[src/rtl/i2s_rx_deser.sv]
`timescale 1ns/100ps
// Purpose : oversampling I2S receiver; turns the ADC bck/lrck/adata pins into
//           parallel left/right samples in the clk domain, flags bad slot lengths.
// Latency : pin bck rise captured at clk edge N -> outputs updated at edge N+2
//           (visible in cycle N+3); no backpressure, o_valid is a strobe.
// Ports   : clk/rst (sync, active-high); i_bck/i_lrck/i_adata async I2S pins;
//           o_left/o_right sample pair, o_valid + o_frame_err one-cycle strobes,
//           o_locked level while the frame structure is consistent.
module i2s_rx_deser #(
  parameter int DATA_W    = 24,
  parameter int SLOT_W    = 32,
  parameter bit LEFT_LRCK = 1'b0
) (
  input  logic              clk,
  input  logic              rst,
  input  logic              i_bck,
  input  logic              i_lrck,
  input  logic              i_adata,
  output logic [DATA_W-1:0] o_left,
  output logic [DATA_W-1:0] o_right,
  output logic              o_valid,
  output logic              o_frame_err,
  output logic              o_locked
);

  localparam logic [5:0] CNT_MAX  = 6'd63;
  localparam logic [5:0] SLOT_LEN = 6'(SLOT_W);
  localparam logic [5:0] DATA_LEN = 6'(DATA_W);

  // ---------------------------------------------------------------------------
  // Input synchronizers. bck gets a third stage for edge detection; lrck and
  // adata are used from their second stage so they line up with bck_rise.
  // These flops carry no reset: the stored lrck is reloaded from lrck_s2_q
  // during reset, and an unreset bck_s3_q avoids a false rise on reset exit.
  // ---------------------------------------------------------------------------
  logic bck_s1_q, bck_s2_q, bck_s3_q;
  logic lrck_s1_q, lrck_s2_q;
  logic adata_s1_q, adata_s2_q;

  always_ff @(posedge clk) begin
    bck_s1_q   <= i_bck;
    bck_s2_q   <= bck_s1_q;
    bck_s3_q   <= bck_s2_q;
    lrck_s1_q  <= i_lrck;
    lrck_s2_q  <= lrck_s1_q;
    adata_s1_q <= i_adata;
    adata_s2_q <= adata_s1_q;
  end

  // ---------------------------------------------------------------------------
  // Deserializer state
  // ---------------------------------------------------------------------------
  logic              lrck_prev_q, lrck_prev_d;  // lrck at the previous bck rise
  logic [5:0]        cnt_q, cnt_d;              // rises since last boundary (sat.)
  logic              seen_q, seen_d;            // a boundary has occurred since reset
  logic [DATA_W-1:0] shift_q, shift_d;          // current slot, MSB first
  logic [DATA_W-1:0] hold_q, hold_d;            // last good left slot
  logic              hold_vld_q, hold_vld_d;    // hold_q pairs with the coming right
  logic [DATA_W-1:0] left_q, left_d;
  logic [DATA_W-1:0] right_q, right_d;
  logic              valid_q, valid_d;
  logic              err_q, err_d;
  logic              locked_q, locked_d;

  logic bck_rise;
  logic lrck_change;
  logic ended_left;
  logic slot_good;
  logic in_data;

  assign bck_rise    = bck_s2_q & ~bck_s3_q;
  assign lrck_change = (lrck_s2_q != lrck_prev_q);
  // The slot that closes on a boundary is the one the old lrck level named.
  assign ended_left  = (lrck_prev_q == LEFT_LRCK);
  // The very first boundary after reset closes a partial slot of unknown
  // length, so it can never be judged good.
  assign slot_good   = seen_q && (cnt_q == SLOT_LEN);
  // One-bit I2S delay: the boundary rise (cnt becomes 1) still carries the old
  // slot's bit, so data occupies the rises seen while cnt_q is 1..DATA_W.
  assign in_data     = (cnt_q >= 6'd1) && (cnt_q <= DATA_LEN);

  always_comb begin
    lrck_prev_d = lrck_prev_q;
    cnt_d       = cnt_q;
    seen_d      = seen_q;
    shift_d     = shift_q;
    hold_d      = hold_q;
    hold_vld_d  = hold_vld_q;
    left_d      = left_q;
    right_d     = right_q;
    valid_d     = 1'b0;
    err_d       = 1'b0;
    locked_d    = locked_q;

    if (bck_rise) begin
      lrck_prev_d = lrck_s2_q;
      if (lrck_change) begin
        // Slot boundary: judge the slot that just ended.
        cnt_d  = 6'd1;
        seen_d = 1'b1;
        if (slot_good) begin
          if (ended_left) begin
            hold_d     = shift_q;
            hold_vld_d = 1'b1;
          end else if (hold_vld_q) begin
            // A good right slot completes a pair only when its left half
            // survived; otherwise the right data is dropped silently.
            left_d     = hold_q;
            right_d    = shift_q;
            valid_d    = 1'b1;
            locked_d   = 1'b1;
            hold_vld_d = 1'b0;
          end
        end else begin
          err_d      = seen_q;
          locked_d   = 1'b0;
          hold_vld_d = 1'b0;
        end
      end else begin
        // Saturate so a stuck lrck can never wrap back to a legal count.
        if (cnt_q != CNT_MAX) begin
          cnt_d = cnt_q + 6'd1;
        end
        if (in_data) begin
          shift_d = {shift_q[DATA_W-2:0], adata_s2_q};
        end
      end
    end
  end

  always_ff @(posedge clk) begin
    if (rst) begin
      lrck_prev_q <= lrck_s2_q;
      cnt_q       <= '0;
      seen_q      <= 1'b0;
      shift_q     <= '0;
      hold_q      <= '0;
      hold_vld_q  <= 1'b0;
      left_q      <= '0;
      right_q     <= '0;
      valid_q     <= 1'b0;
      err_q       <= 1'b0;
      locked_q    <= 1'b0;
    end else begin
      lrck_prev_q <= lrck_prev_d;
      cnt_q       <= cnt_d;
      seen_q      <= seen_d;
      shift_q     <= shift_d;
      hold_q      <= hold_d;
      hold_vld_q  <= hold_vld_d;
      left_q      <= left_d;
      right_q     <= right_d;
      valid_q     <= valid_d;
      err_q       <= err_d;
      locked_q    <= locked_d;
    end
  end

  assign o_left      = left_q;
  assign o_right     = right_q;
  assign o_valid     = valid_q;
  assign o_frame_err = err_q;
  assign o_locked    = locked_q;

endmodule

[config.mk]
export PLATFORM = sky130hd
export DESIGN_NAME = i2s_rx_deser
export DESIGN_NICKNAME = d
export VERILOG_FILES = /design/src/rtl/i2s_rx_deser.sv
export SDC_FILE = /design/constraint.sdc
export NUM_CORES = 1
export LEC_CHECK = 0
export CAP_MARGIN = 15
export CORE_MARGIN = 8
export CORE_UTILIZATION = 49
export CTS_CLUSTER_SIZE = 8
export DETAILED_ROUTE_END_ITERATION = 7
export GPL_TIMING_DRIVEN = 0
export PLACE_DENSITY_LB_ADDON = 0.15
export SYNTH_ARGS = -nofsm -noshare
export SYNTH_HDL_FRONTEND = slang
export SYNTH_SLANG_ARGS = --single-unit
[constraint.sdc]
create_clock -name clk -period 2.3 [get_ports clk]
set_clock_uncertainty 0.05 [all_clocks]
set_input_delay 0.23 -clock clk [delete_from_list [all_inputs] [get_ports clk]]
set_output_delay 0.23 -clock clk [all_outputs]
set_load 0.02 [all_outputs]
==> flow_metrics.env, run 1 <==
export IMPL_status="complete, no violations"
export IMPL_drive_above_1_share=0.0956
export IMPL_core_area_um2=8760
export IMPL_ioPinCount=56
export IMPL_antenna_found_initial=0
export IMPL_synth_xor_area_frac=0
export IMPL_ys_types=34
export IMPL_clock_fmax_mhz=458
export IMPL_hold_path_startpoint="i_bck"
export IMPL_maxSlewHeadroom=0.669
export IMPL_first_iter_violations=68
export IMPL_critical_path_class="reg2reg"
export IMPL_finalInstanceArea_um2=5710
export IMPL_insertion_delay_ps=500
export IMPL_antenna_left=0
export IMPL_worstMarginPinSlew_ps=497
export IMPL_htreeDepth=4
export IMPL_r2r_start="lrck_prev_q$_DFFE_PP_"
export IMPL_start_kind="flop"
export IMPL_place_ws_ps=-389
export IMPL_timing_hold_ws_ps=124
export IMPL_timing_final_max_slew_violations=0
export IMPL_track_usage=0.155
export IMPL_setup_tns_ps=0
export IMPL_cts_sinks=115
export IMPL_gp_congestion=0.762
export IMPL_syn_area_um2=4430
export IMPL_power_leakage_nw=2.15
export IMPL_drv_cap=0
export IMPL_place_hpwl_um=6180
export IMPL_hp_class="in2reg"
export IMPL_period_share=0.949
export IMPL_num_rows=34
export IMPL_grt_max_degree=17
export IMPL_vias=2991
export IMPL_drc_errors=0
export IMPL_port_buffer_count=54
export IMPL_cts_root_buf="clkbuf_8"
export IMPL_clock_path_buffers=2
export IMPL_r2r_setup_slack_ps=120
export IMPL_synth_seq_cells=115
export IMPL_synth_top_family_by_area="multiplexers"
export IMPL_p_per_area_nw_per_um2=798
export IMPL_hold_violations=0
export IMPL_power_mw=4.55
export IMPL_clkTransAtPathRegs_ps=50
export IMPL_crit_chain="ha_1, buf_2, o2111ai_1, a31oi_2, clkbuf_4, mux2i_1"
export IMPL_syn_area_per_cell_um2=11.2
export IMPL_crit_slowest_cell="edfxtp_1"
export IMPL_cp_max_fo=10
export IMPL_ys_seq_area_frac=0.522
export IMPL_cp_required_ps=2670
export IMPL_overflow=0
export IMPL_worstHoldPathCells=1
export IMPL_synth_mux_area_frac=0.219
export IMPL_yosysWarningCount=0
export IMPL_layout_nets=481
export IMPL_area_delta_synth_final_pct=28.9
export IMPL_syn_nets=406
export IMPL_die_area_um2=12300
export IMPL_cts_made_buffers=17
export IMPL_end_kind="flop"
export IMPL_antennaDiodeCount=0
export IMPL_synth_compound_area_share=0.0215
export IMPL_tritoncts="yes"
export IMPL_synthAdderAreaFrac=0.0141
export IMPL_rsz0062_at_grt="yes"
export IMPL_hold_buffers=0
export IMPL_fin_crit_ps=2180
export IMPL_syn_inst=396
export IMPL_r2r_cells=6
export IMPL_viasPerCell=5.08
export IMPL_setup_violations=0
export IMPL_die_height_um=111
export IMPL_wl_per_cell_um=15.5
export IMPL_rr_endpoint="shift_q[12]$_SDFFE_PP0P_"
export IMPL_worstHoldEndpoint="bck_s1_q$_DFF_P_"
export IMPL_grt_pass1_wl_um=15500
export IMPL_yosys_area_share_simple=0.189
export IMPL_final_setup_worst_slack_ps=117
export IMPL_critical_path_arrival_ps=2560
export IMPL_postRouteWirelength_um=9150
export IMPL_grt_pass1_vias=3095
export IMPL_start_util=0.505
export IMPL_dpl_instance_area_um2=5100
export IMPL_fp_dieW_um=111
export IMPL_firstDrtPassIters=4
export IMPL_max_stage_delay_ps=430
export IMPL_peakVddDrop_uv=509
-- stage by stage --
| stage | cells | utilization |
|---|---|---|
| after CTS | 588 | 0.647 |
| after detailed placement | 558 | 0.582 |
| after global routing | 589 | 0.651 |
| after floorplan | 396 | - |
| after global placement | 558 | 0.582 |
| final | 589 | 0.651 |
-- synth_stat cells (all sizes together) --
cell type	number	area [um2]
nor3b	1	7.51
nand4	3	25.0
nor4	2	18.8
edfxtp	1	30.0
and4b	1	10.0
a31o	1	8.76
nand2	4	15.0
nor2b	3	18.8
and3	2	12.5
mux2i	97	971
inv	5	18.8
nand2b	99	619
clkbuf	13	48.8
nor2	11	41.3
nor4bb	1	10.0
nor3	4	31.3
o21ai	2	10.0
a21oi	3	15.0
o2111ai	1	8.76
nand3	4	20.0
or4	1	7.51
a31oi	1	6.26
a41oi	1	8.76
a211oi	3	22.5
dfxtp	114	2280
o21a	1	7.51
o31ai	1	7.51
buf	11	81.3
ha	5	62.6
-- registers in the layout, summed over array words and instances (netlist names), 6 cells and up --
| signal | cells |
|---|---|
| o_left | 24 |
| cnt_q | 6 |
| o_right | 24 |
| shift_q | 24 |
| hold_q | 24 |
-- cell families after synthesis --
| logic type | Yosys count |
|---|---|
| AOI/OAI and AO/OA | 14 |
| and+or+nand+nor | 136 |
| adders and majority gates | 5 |
| buffers and inverters | 29 |
| muxes | 97 |
| DFF | 115 |
-- routing by layer --
layer,part of all wire,up-vias,GRT usage
met1,0.46,1429,0.183
met2,0.47,57,0.247
met5,0,-,0
met4,0.017,0,0.0649
li1,-,1492,-
met3,0.048,13,0.0568
-- power breakdown --
part	leakage, nW	switching, mW	internal [mW]	total [mW]
logic	0.946	0.0635	0.0561	0.120
clock network	0.273	0.819	1.60	2.42
registers	0.931	0.00918	2.01	2.02
total	2.15	0.892	3.66	4.55
-- worst max path at each step --
stage / from / endpoint / slack (ps) / depth (start not counted)
floorplan: lrck_prev_q$_DFFE_PP_ / hold_q[10]$_SDFFE_PP0P_ / 70 / 7
global placement: lrck_prev_q$_DFFE_PP_ / hold_q[11]$_SDFFE_PP0P_ / -350 / 7
detailed placement: lrck_prev_q$_DFFE_PP_ / hold_q[8]$_SDFFE_PP0P_ / -390 / 7
CTS: lrck_prev_q$_DFFE_PP_ / shift_q[13]$_SDFFE_PP0P_ / 40 / 6
global route: lrck_prev_q$_DFFE_PP_ / shift_q[12]$_SDFFE_PP0P_ / -60 / 6
finish: lrck_prev_q$_DFFE_PP_ / shift_q[12]$_SDFFE_PP0P_ / 120 / 6
-- layout make-up --
class                           count  area [um2]
Multi-Input combinational cell    252        1990
Sequential cell                   115        2310
Tap cell                          108         135
Clock buffer                       23         467
Buffer                             24         148
Timing Repair Buffer               56         556
Fill cell                         712        3060
Inverter                            5        18.8
Clock inverter                      6        80.1
-- repair_timing --
| item | in CTS | in global routing |
|---|---|---|
| resized for setup | 2 | 8 |
| pin swaps | 1 | 0 |
| setup endpoints to repair | 25 | 42 |
| setup buffers | 1 | 1 |
-- worst max-delay path: cells and delay by family (launching register included) --
family                   cells  cell delay (ps)
buffers and inverters        2              560
AO/OA/AOI/OAI                2              530
flip-flops                   1              430
adder cells (fa/ha/maj)      1              310
multiplexers                 1              220
-- placed cells by master, fill, tap and decap left out, types with 2 or more instances in the layout --
cell type	instances
nor2b_1	3
nand3_1	4
clkbuf_16	16
bufinv_16	2
a211oi_1	3
a21oi_1	3
dfxtp_1	114
clkdlybuf4s50_1	54
clkbuf_1	16
clkbuf_4	4
ha_1	5
clkbuf_8	4
buf_6	5
nor2_1	11
and3_1	2
nand2_1	4
clkinv_2	4
o21ai_0	2
inv_1	5
nand2b_1	99
mux2i_1	97
nand4_1	2
nor3_1	3
buf_4	3
Power figures use the tool's default switching activity.
==> run 2: changes to the inputs <==
Settings changed: SKIP_CTS_REPAIR_TIMING from default to 1, SLEW_MARGIN from default to 5, TNS_END_PERCENT from default to 100.
==> flow_metrics.env, run 2 (synthesized netlist as in run 1, its figures left out) <==
export IMPL_port_buffer_count=54
export IMPL_vias=3012
export IMPL_use_met3=0.0568
export IMPL_worstHoldPathCells=1
export IMPL_hold_violations=0
export IMPL_clock_fmax_mhz=462
export IMPL_power_leakage_nw=2.18
export IMPL_ioPinCount=56
export IMPL_antenna_left=0
export IMPL_period_share=0.941
export IMPL_cts_root_buf="clkbuf_8"
export IMPL_htreeDepth=4
export IMPL_critical_path_arrival_ps=2540
export IMPL_area_delta_synth_final_pct=29.7
export IMPL_r2r_cells=7
export IMPL_wl_per_cell_um=15.5
export IMPL_cp_max_fo=10
export IMPL_hp_class="in2reg"
export IMPL_start_util=0.505
export IMPL_peakVddDrop_uv=525
export IMPL_overflow=0
export IMPL_final_setup_worst_slack_ps=136
export IMPL_tritoncts="yes"
export IMPL_die_area_um2=12300
export IMPL_drive_above_1_share=0.103
export IMPL_die_height_um=111
export IMPL_critical_path_class="reg2reg"
export IMPL_maxSlewHeadroom=0.674
export IMPL_n_fill_cell=697
export IMPL_core_area_um2=8760
export IMPL_end_kind="flop"
export IMPL_worstMarginPinSlew_ps=489
export IMPL_cts_made_buffers=17
export IMPL_status="complete, no violations"
export IMPL_dp_cells=558
export IMPL_drv_cap=0
export IMPL_final_cell_mix="114 x dfxtp_1, 99 x nand2b_1, 96 x mux2i_1, 54 x clkdlybuf4s50_1"
export IMPL_dpl_instance_area_um2=5100
export IMPL_grt_busiest_layer="met2"
export IMPL_grt_max_degree=17
export IMPL_place_hpwl_um=6180
export IMPL_cp_required_ps=2670
export IMPL_antennaDiodeCount=0
export IMPL_final_common_cell="dfxtp_1"
export IMPL_track_usage=0.154
export IMPL_antenna_found_initial=0
export IMPL_drc_errors=0
export IMPL_first_iter_violations=79
export IMPL_gp_congestion=0.762
export IMPL_setup_tns_ps=0
export IMPL_rsz0062_at_grt="no"
export IMPL_fin_crit_ps=2160
export IMPL_layout_nets=484
export IMPL_grtUsageMet2=0.243
export IMPL_p_per_area_nw_per_um2=793
export IMPL_final_cells=592
export IMPL_globalRouteMet1Util=0.183
export IMPL_grt_pass1_wl_um=15400
export IMPL_power_mw=4.56
export IMPL_timing_hold_ws_ps=128
export IMPL_cts_sinks=115
export IMPL_place_ws_ps=-389
export IMPL_start_kind="flop"
export IMPL_clock_path_buffers=2
export IMPL_grt_pass1_vias=3081
export IMPL_firstDrtPassIters=4
export IMPL_timing_final_max_slew_violations=0
export IMPL_num_rows=34
export IMPL_fp_dieW_um=111
export IMPL_viasPerCell=5.09
export IMPL_insertion_delay_ps=500
export IMPL_postRouteWirelength_um=9150
export IMPL_utilization=0.655
export IMPL_clkTransAtPathRegs_ps=50
export IMPL_finalInstanceArea_um2=5740
export IMPL_setup_violations=0
run 2: changes by cell type in the layout (fill, tap and decap cells not counted):
| cell | change |
|---|---|
| nor4bb_4 | +1 |
| mux2i_2 | +1 |
| buf_6 | -1 |
| nor4bb_2 | -1 |
| buf_4 | +3 |
| buf_2 | +1 |
| mux2i_1 | -1 |
| buf_8 | +1 |
| clkbuf_4 | -1 |
run 2: where the power goes:
group / internal, mW / switching (mW)
clock: 1.60 / 0.815
combinational: 0.0599 / 0.0648
sequential: 2.01 / 0.00900
run 2: layout make-up:
type / count / area, um2 / share of cell area
Inverter: 5 / 18.8 / 0.00327
Buffer: 24 / 149 / 0.0259
Tap cell: 108 / 135 / 0.0235
Sequential cell: 115 / 2310 / 0.403
Multi-Input combinational cell: 252 / 2000 / 0.349
Timing Repair Buffer: 59 / 578 / 0.101
Clock inverter: 6 / 80.1 / 0.0139
Clock buffer: 23 / 467 / 0.0813
run 2: layer usage:
metal	routed length, um	share of wire
met1	4180	0.46
met2	4390	0.48
met3	470	0.051
met4	117	0.013
met5	0	0
run 2: path summary, 6_finish.rpt:
check	start	endpoint	slack (ps)
min reg2reg	lrck_s1_q$_DFF_P_	lrck_s2_q$_DFF_P_	280
min	i_bck	bck_s1_q$_DFF_P_	130
max	lrck_prev_q$_DFFE_PP_	hold_q[8]$_SDFFE_PP0P_	140
max reg2reg	lrck_prev_q$_DFFE_PP_	hold_q[8]$_SDFFE_PP0P_	140
run 2: worst max-delay path: stages (launching register included):
cell and delay [ps]:
edfxtp_1 420, ha_1 310, buf_2 190, nor3b_4 300
nor4bb_4 230, buf_4 190, buf_6 180, mux2i_1 210
